### config.mk
export PLATFORM = sky130hd
export DESIGN_NAME = uart_rx_param
export DESIGN_NICKNAME = d
export VERILOG_FILES = /design/src/rtl/uart_pkg.sv /design/src/rtl/uart_rx_sampler.sv /design/src/rtl/uart_rx_param.sv
export SDC_FILE = /design/constraint.sdc
export NUM_CORES = 1
export LEC_CHECK = 0
export CORE_ASPECT_RATIO = 0.5
export CORE_MARGIN = 3
export CORE_UTILIZATION = 45
export CTS_CLUSTER_SIZE = 40
export DETAILED_ROUTE_END_ITERATION = 8
export PLACE_DENSITY = 0.69
export SYNTH_ARGS = -nofsm -noshare
export SYNTH_HDL_FRONTEND = slang
export SYNTH_SLANG_ARGS = --single-unit
export TNS_END_PERCENT = 100
### constraint.sdc
create_clock -name clk -period 1.9 [get_ports clk]
set_input_delay 0.57 -clock clk [delete_from_list [all_inputs] [get_ports clk]]
set_output_delay 0.57 -clock clk [all_outputs]
set_load 0.02 [all_outputs]
### src/rtl/uart_pkg.sv
// Shared UART definitions: FSM encoding, parity modes,
// and default frame/oversampling sizes used by RX, TX and baud gen.
package uart_pkg;

  typedef enum logic [2:0] {
    ST_IDLE   = 3'd0,
    ST_START  = 3'd1,
    ST_DATA   = 3'd2,
    ST_PARITY = 3'd3,
    ST_STOP   = 3'd4
  } state_t;

  localparam int PARITY_NONE = 0;
  localparam int PARITY_ODD  = 1;
  localparam int PARITY_EVEN = 2;

  localparam int DEF_NUM_TICKS = 16;
  localparam int DEF_NBIT_DATA = 8;

endpackage

### src/rtl/uart_rx_sampler.sv
// 2-FF synchroniser and 3-sample majority voter for the RX line.
// Voter is combinational on registered samples so it lands on the M+1 tick.
module uart_rx_sampler
  import uart_pkg::*;
#(
  parameter int NUM_TICKS     = DEF_NUM_TICKS,
  parameter int LEN_NUM_TICKS = 4
) (
  input  logic                     clk,
  input  logic                     reset,
  input  logic                     rx_bit,
  input  logic                     tick,
  input  logic [LEN_NUM_TICKS-1:0] cnt,
  output logic                     rx_s,
  output logic                     vote
);

  localparam int M = NUM_TICKS / 2;
  localparam logic [LEN_NUM_TICKS-1:0] C_A =
    LEN_NUM_TICKS'(M - 1);
  localparam logic [LEN_NUM_TICKS-1:0] C_B =
    LEN_NUM_TICKS'(M);

  logic meta;
  logic s0;
  logic s1;

  // bring the asynchronous line into the clk domain, idle high
  always_ff @(posedge clk or negedge reset) begin
    if (!reset) begin
      meta <= 1'b1;
      rx_s <= 1'b1;
    end else begin
      meta <= rx_bit;
      rx_s <= meta;
    end
  end

  // capture the first two of the three mid-bit samples
  always_ff @(posedge clk or negedge reset) begin
    if (!reset) begin
      s0 <= 1'b1;
      s1 <= 1'b1;
    end else if (tick) begin
      if (cnt == C_A) s0 <= rx_s;
      if (cnt == C_B) s1 <= rx_s;
    end
  end

  // third sample is the live rx_s at cnt = M+1
  always_comb begin
    vote = (s0 & s1) | (s0 & rx_s) | (s1 & rx_s);
  end

endmodule

### src/rtl/uart_rx_param.sv
// Parametrised UART receiver: FSM, shift register, error flags
// and a sticky valid/ack handshake toward the consumer.
module uart_rx_param
  import uart_pkg::*;
#(
  parameter int NBIT_DATA     = DEF_NBIT_DATA,
  parameter int PARITY        = PARITY_NONE,
  parameter int STOP_BITS     = 1,
  parameter int NUM_TICKS     = DEF_NUM_TICKS,
  parameter int LEN_NUM_TICKS = 4
) (
  input  logic                 clk,
  input  logic                 reset,
  input  logic                 rx_bit,
  input  logic                 tick,
  input  logic                 rx_ack,
  output logic                 rx_done_tick,
  output logic [NBIT_DATA-1:0] data_out,
  output logic                 rx_valid,
  output logic                 parity_err,
  output logic                 frame_err,
  output logic                 break_det,
  output logic                 overrun_err
);

  localparam int IW = $clog2(NBIT_DATA + 1);
  localparam int M  = NUM_TICKS / 2;
  localparam logic [LEN_NUM_TICKS-1:0] C_DEC =
    LEN_NUM_TICKS'(M + 1);
  localparam logic [LEN_NUM_TICKS-1:0] C_END =
    LEN_NUM_TICKS'(NUM_TICKS - 1);
  localparam logic [IW-1:0] IDX_LAST = IW'(NBIT_DATA - 1);
  localparam logic SIDX_LAST = (STOP_BITS == 2);

  state_t                   state, state_n;
  logic [LEN_NUM_TICKS-1:0] cnt, cnt_n;
  logic [IW-1:0]            idx, idx_n;
  logic [NBIT_DATA-1:0]     sh, sh_n;
  logic                     par, par_n;
  logic                     perr, perr_n;
  logic                     ferr, ferr_n;
  logic                     hi, hi_n;
  logic                     sidx, sidx_n;
  logic                     seen, seen_n;
  logic                     rx_s;
  logic                     vote;
  logic                     mid;
  logic                     last;
  logic                     complete;
  logic                     fin_ferr;
  logic                     fin_brk;

  uart_rx_sampler #(
    .NUM_TICKS     (NUM_TICKS),
    .LEN_NUM_TICKS (LEN_NUM_TICKS)
  ) u_sampler (
    .clk    (clk),
    .reset  (reset),
    .rx_bit (rx_bit),
    .tick   (tick),
    .cnt    (cnt),
    .rx_s   (rx_s),
    .vote   (vote)
  );

  // FSM state plus per-frame datapath registers
  always_ff @(posedge clk or negedge reset) begin
    if (!reset) begin
      state <= ST_IDLE;
      cnt   <= '0;
      idx   <= '0;
      sh    <= '0;
      par   <= 1'b0;
      perr  <= 1'b0;
      ferr  <= 1'b0;
      hi    <= 1'b0;
      sidx  <= 1'b0;
      seen  <= 1'b0;
    end else begin
      state <= state_n;
      cnt   <= cnt_n;
      idx   <= idx_n;
      sh    <= sh_n;
      par   <= par_n;
      perr  <= perr_n;
      ferr  <= ferr_n;
      hi    <= hi_n;
      sidx  <= sidx_n;
      seen  <= seen_n;
    end
  end

  // next state; only tick cycles move the frame forward
  always_comb begin
    state_n  = state;
    cnt_n    = cnt;
    idx_n    = idx;
    sh_n     = sh;
    par_n    = par;
    perr_n   = perr;
    ferr_n   = ferr;
    hi_n     = hi;
    sidx_n   = sidx;
    seen_n   = seen;
    complete = 1'b0;
    mid      = tick && (cnt == C_DEC);
    last     = tick && (cnt == C_END);
    if (tick && state != ST_IDLE)
      cnt_n = last ? '0 : cnt + 1'b1;
    unique case (state)
      ST_IDLE: begin
        if (tick && rx_s) seen_n = 1'b1;
        if (tick && !rx_s && seen) begin
          state_n = ST_START;
          cnt_n   = '0;
          idx_n   = '0;
          par_n   = 1'b0;
          perr_n  = 1'b0;
          ferr_n  = 1'b0;
          hi_n    = 1'b0;
          sidx_n  = 1'b0;
        end
      end
      ST_START: begin
        if (mid && vote) begin
          state_n = ST_IDLE;
          cnt_n   = '0;
        end else if (last) begin
          state_n = ST_DATA;
          idx_n   = '0;
        end
      end
      ST_DATA: begin
        if (mid) begin
          sh_n  = {vote, sh[NBIT_DATA-1:1]};
          par_n = par ^ vote;
          hi_n  = hi | vote;
        end
        if (last) begin
          if (idx == IDX_LAST) begin
            idx_n   = '0;
            state_n = (PARITY != PARITY_NONE) ?
                      ST_PARITY : ST_STOP;
          end else begin
            idx_n = idx + 1'b1;
          end
        end
      end
      ST_PARITY: begin
        if (mid) begin
          perr_n = (PARITY == PARITY_ODD) ?
                   ~(par ^ vote) : (par ^ vote);
          hi_n   = hi | vote;
        end
        if (last) state_n = ST_STOP;
      end
      ST_STOP: begin
        if (mid) begin
          if (sidx == SIDX_LAST) begin
            complete = 1'b1;
            state_n  = ST_IDLE;
            cnt_n    = '0;
            if (fin_brk) seen_n = 1'b0;
          end else begin
            ferr_n = ferr | ~vote;
            hi_n   = hi | vote;
          end
        end else if (last) begin
          sidx_n = 1'b1;
        end
      end
      default: begin
        state_n = ST_IDLE;
        cnt_n   = '0;
      end
    endcase
  end

  // frame flags as they stand at the last stop-bit decision
  always_comb begin
    fin_ferr = ferr | ~vote;
    fin_brk  = ~(hi | vote);
  end

  // completion pulse, result latch and valid/ack handshake
  always_ff @(posedge clk or negedge reset) begin
    if (!reset) begin
      rx_done_tick <= 1'b0;
      data_out     <= '0;
      rx_valid     <= 1'b0;
      parity_err   <= 1'b0;
      frame_err    <= 1'b0;
      break_det    <= 1'b0;
      overrun_err  <= 1'b0;
    end else begin
      rx_done_tick <= complete;
      if (complete) begin
        data_out    <= sh;
        parity_err  <= perr;
        frame_err   <= fin_ferr;
        break_det   <= fin_brk;
        overrun_err <= rx_valid & ~rx_ack;
        rx_valid    <= 1'b1;
      end else if (rx_ack) begin
        rx_valid <= 1'b0;
      end
    end
  end

endmodule
==> results of run 1 <==
through the flow:
step | util (%) | std cells
2_1_floorplan | - | 179
3_3_place_gp | 57.80 | 261
3_5_place_dp | 57.80 | 261
4_1_cts | 60.77 | 269
5_1_grt | 61.44 | 269
6_report | 61.44 | 269
flip-flops by register name, indices dropped and copies added, names as in the netlist, 3 cells and up:
register  flops
idx           4
state         3
cnt           4
sh            8
data_out      8
routing by layer:
metal	global-route usage [%]	part of all wire [%]	vias to the layer above
met1	22.70	51	700
li1	-	-	719
met5	0	0	-
met4	3.091	0	0
met2	25.32	44	32
met3	6.339	5.1	0
logic make-up (layout without fill, tap and decap cells):
group,count (synthesis),after routing
flip-flops,43,43
AO/OA/AOI/OAI,37,37
AND/OR/NAND/NOR,56,56
adder cells (fa/ha/maj),6,6
multiplexers,20,20
buffers and inverters,15,51
XOR/XNOR,2,2
cell type report:
class / instances / area share, %
clock inverter: 3 / 1.827
clock buffer: 5 / 2.716
tap: 54 / 2.667
inverter: 7 / 1.037
multi-input combinational: 121 / 36.00
sequential: 43 / 42.67
timing repair buffer: 36 / 13.09
synth_stat cells, types with 2 or more instances:
cell	n	area share, %
dfstp_2	4	5.2
ha_1	4	2.5
a21oi_1	7	1.7
nand2_1	18	3.3
nor2b_1	6	1.8
a32o_1	2	0.98
maj3_1	2	0.98
nand3_1	5	1.2
nand2b_1	2	0.62
nor2_1	8	1.5
or3_1	2	0.62
dfrtp_1	39	48
clkbuf_1	2	0.37
a221oi_1	2	0.86
nand4_1	4	1.2
xor2_1	2	0.86
buf_2	5	1.2
o21ai_0	9	2.2
inv_1	7	1.3
mux2_2	19	11
o31ai_1	3	1.1
o211ai_1	2	0.74
a21o_1	2	0.74
power groups by stage:
stage          sequential, mW  combinational (mW)  clock [mW]
2_1_floorplan            1.08               0.332           0
3_3_place_gp             1.11               0.446           0
3_5_place_dp             1.12               0.459           0
4_1_cts                  1.10               0.464       0.750
5_1_grt                  1.11               0.535       0.798
6_report                 1.10               0.480       0.731
timing repair:
item                       in CTS  in global routing
buffers inserted                0                  0
resized for setup               2                  6
pin swaps                       0                  3
setup endpoints to repair       2                  6
worst min path at each step:
stage | from | to | cells past startpoint
floorplan | reset | break_det | 0
global placement | u_sampler.meta | u_sampler.rx_s | 0
detailed placement | u_sampler.meta | u_sampler.rx_s | 0
CTS | reset | cnt[1] | 2
global route | reset | cnt[1] | 2
finish | reset | cnt[2] | 2
==> qor.txt, run 1 <==
WP depth -> 1
Core Area -> 4124 sq um
Cell Area, Synth -> 2033 sq um
Reg power frac -> 47.6%
total power density per cell area -> 911.6 nW/um^2
Syn Inst Count -> 179
most common cell after layout, fill and taps aside -> dfrtp_1
worst setup path start -> break_det
Synth Area in Compound Gates -> 12.68%
combinational fraction of design power -> 20.8%
Synth Warn # -> 0
status -> complete, no violations
end of the critical path -> break_det
WL final -> 3971 um
Pins Over Slew Limit -> 0
Hold Slack -> 0.2213 ns
clock power share -> 31.7%
Hold WC Path Type -> input port to async pin
GPL Wtd Cong -> 0.8202
Layout area overhead -> 24.62%
Post-synth EDFFs -> 0
final instance area -> 2534 sq um
Fin. Hold Viols -> 0
Static Leak -> 1.212 nW
largest family of logic cells by synthesized area -> simple AND/OR/NAND/NOR gates
most frequent cells in the layout -> 39 x dfrtp_1, 19 x mux2_2, 18 x nand2_1, 16 x buf_4, 15 x clkdlybuf4s50_1
VDD IR-drop max -> 0.0005195 V
Layout Nets -> 223
DRC violations left -> 0
TritonCTS Buffers -> 5
Tmin final -> 1.832 ns
n_diodes -> 0
crit-path cells -> clkdlybuf4s50_1
Clk Tree Root Cell -> clkbuf_8
syn nets -> 188
ys flop type -> dfrtp_1
largest net degree at the start of global routing -> 44
Slowest cell on crit path -> clkdlybuf4s50_1
DR vias -> 1451
CP Buf/Inv Count -> 1
Worst R2R Setup Slack -> 0.10 ns
DIE WIDTH -> 101.1 um
DR vias/cell -> 5.394
Design Power -> 2.310 mW
clk sinks -> 43
sequential-to-total area share from yosys stat -> 53.17%
post-route ant nets -> 0
Hold Buf Count CTS -> 0
global-route wire length before repair -> 6803 um
Largest delay share family, worst path -> buffers and inverters
drt first pass iters -> 4
Placed Area -> 2384 sq um
multiplexer share of the synthesized area -> 11.02%
unrepaired setup endpoints after global routing -> false
register area -> 1081 sq um
Port Buffers -> 18
antenna violations before repair -> 0
clock skew -> 0.006327 ns
H-tree depth -> 2
Final period util -> 96.42%
simple-gate share of the synthesized area -> 15.57%
vias in the first global route -> 1440
synthesized area per cell -> 11.36 sq um
Starting Density -> 49.30%
GR Overflow Total -> 0
Rows -> 16
Sum Neg Setup Slack -> 0 ns
GRT Total Usage -> 16.51%
Crit path required time -> 1.33 ns
share of cells above drive strength 1 -> 27.91%
Worst Reg2Reg Path Length in Cells -> 7
Final WS setup -> 0.06799 ns
Cell variety after synth -> 46
#FFs+latches synth -> 43
Sw Pwr -> 689.5 uW
Clock Path Buffers -> 2
XOR/XNOR Fraction of Synth Area -> 0.8615%
Worst Path Max Fanout -> 2
Internal -> 1.620 mW
CTS tree -> built
height of the die -> 53.53 um
FFs w/ async S/R, synth -> 100.0%
nature of the critical path endpoint -> output pin
FF-to-FF End -> sh[4]
maxcap violations -> 0
Final setup viols -> 0
initial drt markers -> 112
Layout fillers -> 339
CP max stage delay -> 0.60 ns
type of the worst setup path -> flop to output pin
Relative slew margins -> 72.38%
Sw Share -> 29.85%
Fmax -> 0.5458 GHz
worst skew pair latency -> 0.30 ns
Worst-path clk slew -> 0.09 ns
Startpoint Class -> flop
Final HPWL DP -> 2860 um
Least-Margin Pin Slew -> 0.4143 ns
CP arrival -> 1.26 ns
# IOs -> 19
adder-cell share of the synthesized area -> 3.446%
multi-input logic area -> 912.1 sq um
R2R Path Start -> cnt[1]
wire per inst -> 14.76 um
pre-CTS setup slack -> -0.3489 ns
DIE AREA -> 5410 sq um
Note: power is estimated with default switching activity, not from simulation.
==> inputs of run 2 (changes only) <==
CORE_MARGIN = not set   (was 3)
SLEW_MARGIN = 40   (was not set)
==> run 2 against run 1 <==
Effect of this change: via count grew 2.3%; combinational power about the same; critical path depth unchanged; non-clock buffer count grew 1; maximum frequency increased by 0.42%; flip-flop and latch count did not move; final cell count up 0.37%; clock power is 15% higher; setup slack gained 0.0077 ns; critical endpoint is now data_out[0]; highest routed layer is now met4.
==> qor.txt, run 2 (synthesis gave the netlist of run 1 again) <==
maxcap violations -> 0 (unchanged)
Hold Buf Count CTS -> 0 (unchanged)
DIE AREA -> 4807 sq um (was 5410 sq um)
CP arrival -> 1.25 ns (was 1.26 ns)
total power density per cell area -> 955.6 nW/um^2 (was 911.6 nW/um^2)
clk sinks -> 43 (unchanged)
Pins Over Slew Limit -> 0 (unchanged)
Layout fillers -> 313 (was 339)
Final HPWL DP -> 2834 um (was 2860 um)
WL final -> 4053 um (was 3971 um)
global-route wire length before repair -> 6955 um (was 6803 um)
Tmin final -> 1.824 ns (was 1.832 ns)
Crit path required time -> 1.33 ns (about the same)
Least-Margin Pin Slew -> 0.5386 ns (was 0.4143 ns)
largest net degree at the start of global routing -> 44 (unchanged)
H-tree depth -> 2 (unchanged)
crit-path cells -> clkdlybuf4s50_1 (unchanged)
GPL Wtd Cong -> 0.8127 (was 0.8202)
register area -> 1081 sq um (unchanged)
Fmax -> 0.5481 GHz (was 0.5458 GHz)
Layout Nets -> 224 (was 223)
Hold WC Path Type -> input port to async pin (unchanged)
drt first pass iters -> 4 (unchanged)
Largest delay share family, worst path -> buffers and inverters (unchanged)
# IOs -> 19 (unchanged)
Final setup viols -> 0 (unchanged)
type of the worst setup path -> flop to output pin (unchanged)
met2 routed WL -> 1818 um (was 1750 um)
Placed Area -> 2364 sq um (was 2384 sq um)
worst skew pair latency -> 0.29 ns (was 0.30 ns)
unrepaired setup endpoints after global routing -> false (unchanged)
Final period util -> 96.02% (was 96.42%)
clock skew -> 0.002165 ns (was 0.006327 ns)
share of cells above drive strength 1 -> 28.24% (was 27.91%)
CP Buf/Inv Count -> 1 (unchanged)
nature of the critical path endpoint -> output pin (unchanged)
Slowest cell on crit path -> clkdlybuf4s50_1 (unchanged)
final instance area -> 2545 sq um (was 2534 sq um)
status -> complete, no violations (unchanged)
antenna violations before repair -> 0 (unchanged)
multi-input logic area -> 913.4 sq um (was 912.1 sq um)
wire length on met3 -> 178 um (was 202 um)
Largest regs -> data_out (8), sh (8) (unchanged)
height of the die -> 49.53 um (was 53.53 um)
most frequent cells in the layout -> 39 x dfrtp_1, 19 x mux2_2, 18 x nand2_1, 18 x buf_4, 16 x clkdlybuf4s50_1 (was 39 x dfrtp_1, 19 x mux2_2, 18 x nand2_1, 16 x buf_4, 15 x clkdlybuf4s50_1)
Core Area -> 4104 sq um (was 4124 sq um)
Relative slew margins -> 64.09% (was 72.38%)
Clk Tree Root Cell -> clkbuf_8 (unchanged)
Design Power -> 2.432 mW (was 2.310 mW)
Rows -> 16 (unchanged)
post-route ant nets -> 0 (unchanged)
initial drt markers -> 49 (was 112)
max layer used -> met4 (was met3)
CTS tree -> built (unchanged)
DR vias -> 1484 (was 1451)
Hold Slack -> 0.3412 ns (was 0.2213 ns)
Layout area overhead -> 25.17% (was 24.62%)
VDD IR-drop max -> 0.0003786 V (was 0.0005195 V)
TritonCTS Buffers -> 5 (unchanged)
Sum Neg Setup Slack -> 0 ns (unchanged)
vias in the first global route -> 1473 (was 1440)
Startpoint Class -> flop (unchanged)
Worst Path Max Fanout -> 2 (unchanged)
Clock Path Buffers -> 2 (unchanged)
GR Overflow Total -> 0 (unchanged)
Fin. Hold Viols -> 0 (unchanged)
DR vias/cell -> 5.496 (was 5.394)
placed instance count -> 260 (was 261)
GRT Total Usage -> 18.47% (was 16.51%)
Starting Density -> 49.54% (was 49.30%)
Port Buffers -> 18 (unchanged)
wire per inst -> 15.01 um (was 14.76 um)
most common cell after layout, fill and taps aside -> dfrtp_1 (unchanged)
met1 wire length -> 2050 um (was 2018 um)
non-filler cells, final -> 270 (was 269)
n_diodes -> 0 (unchanged)
DIE WIDTH -> 97.06 um (was 101.1 um)
CP max stage delay -> 0.61 ns (was 0.60 ns)
DRC violations left -> 0 (unchanged)
Worst-path clk slew -> 0.08 ns (was 0.09 ns)
Static Leak -> 1.200 nW (was 1.212 nW)
run 2: worst paths after layout:
check,from,to,slack (ns),cells past startpoint
max,data_out[0],data_out[0],0.08,1
min reg2reg,u_sampler.meta,u_sampler.rx_s,0.36,0
max in group asynchronous,reset,u_sampler.s1,1.19,2
max reg2reg,state[1],idx[0],0.11,4
min in group clk,u_sampler.meta,u_sampler.rx_s,0.36,0
min,reset,data_out[7],0.34,2
run 2: layout make-up:
class,instances,share of cell area [%]
Tap cell,54,2.655
Multi-Input combinational cell,121,35.89
Clock inverter,2,2.360
Clock buffer,6,2.852
Timing Repair Buffer,37,12.73
Sequential cell,43,42.48
Inverter,7,1.032
run 2: power by group:
| part | total [mW] | internal [mW] | leakage [nW] | switching (mW) |
|---|---|---|---|---|
| Combinational | 0.483 | 0.222 | 0.563 | 0.260 |
| Sequential | 1.11 | 1.00 | 0.572 | 0.103 |
| Clock | 0.842 | 0.526 | 0.0654 | 0.317 |
run 2: repair_timing:
item,CTS,global route
setup endpoints to repair,8,10
pin swaps,0,3
resized for setup,2,6
buffers inserted,0,2
run 2: stage by stage:
step                worst slack (ns)  util, %
floorplan                     0.1711        -
global placement             -0.3093    57.59
detailed placement           -0.3360    57.59
CTS                         -0.01900    61.01
global route                0.002470    62.01
finish                       0.07564    62.01
run 2: layer usage:
layer | vias to the layer above | track usage, %
met1 | 724 | 26.35
li1 | 718 | -
met5 | - | 0
met2 | 40 | 28.17
met4 | 0 | 5.721
met3 | 2 | 4.397
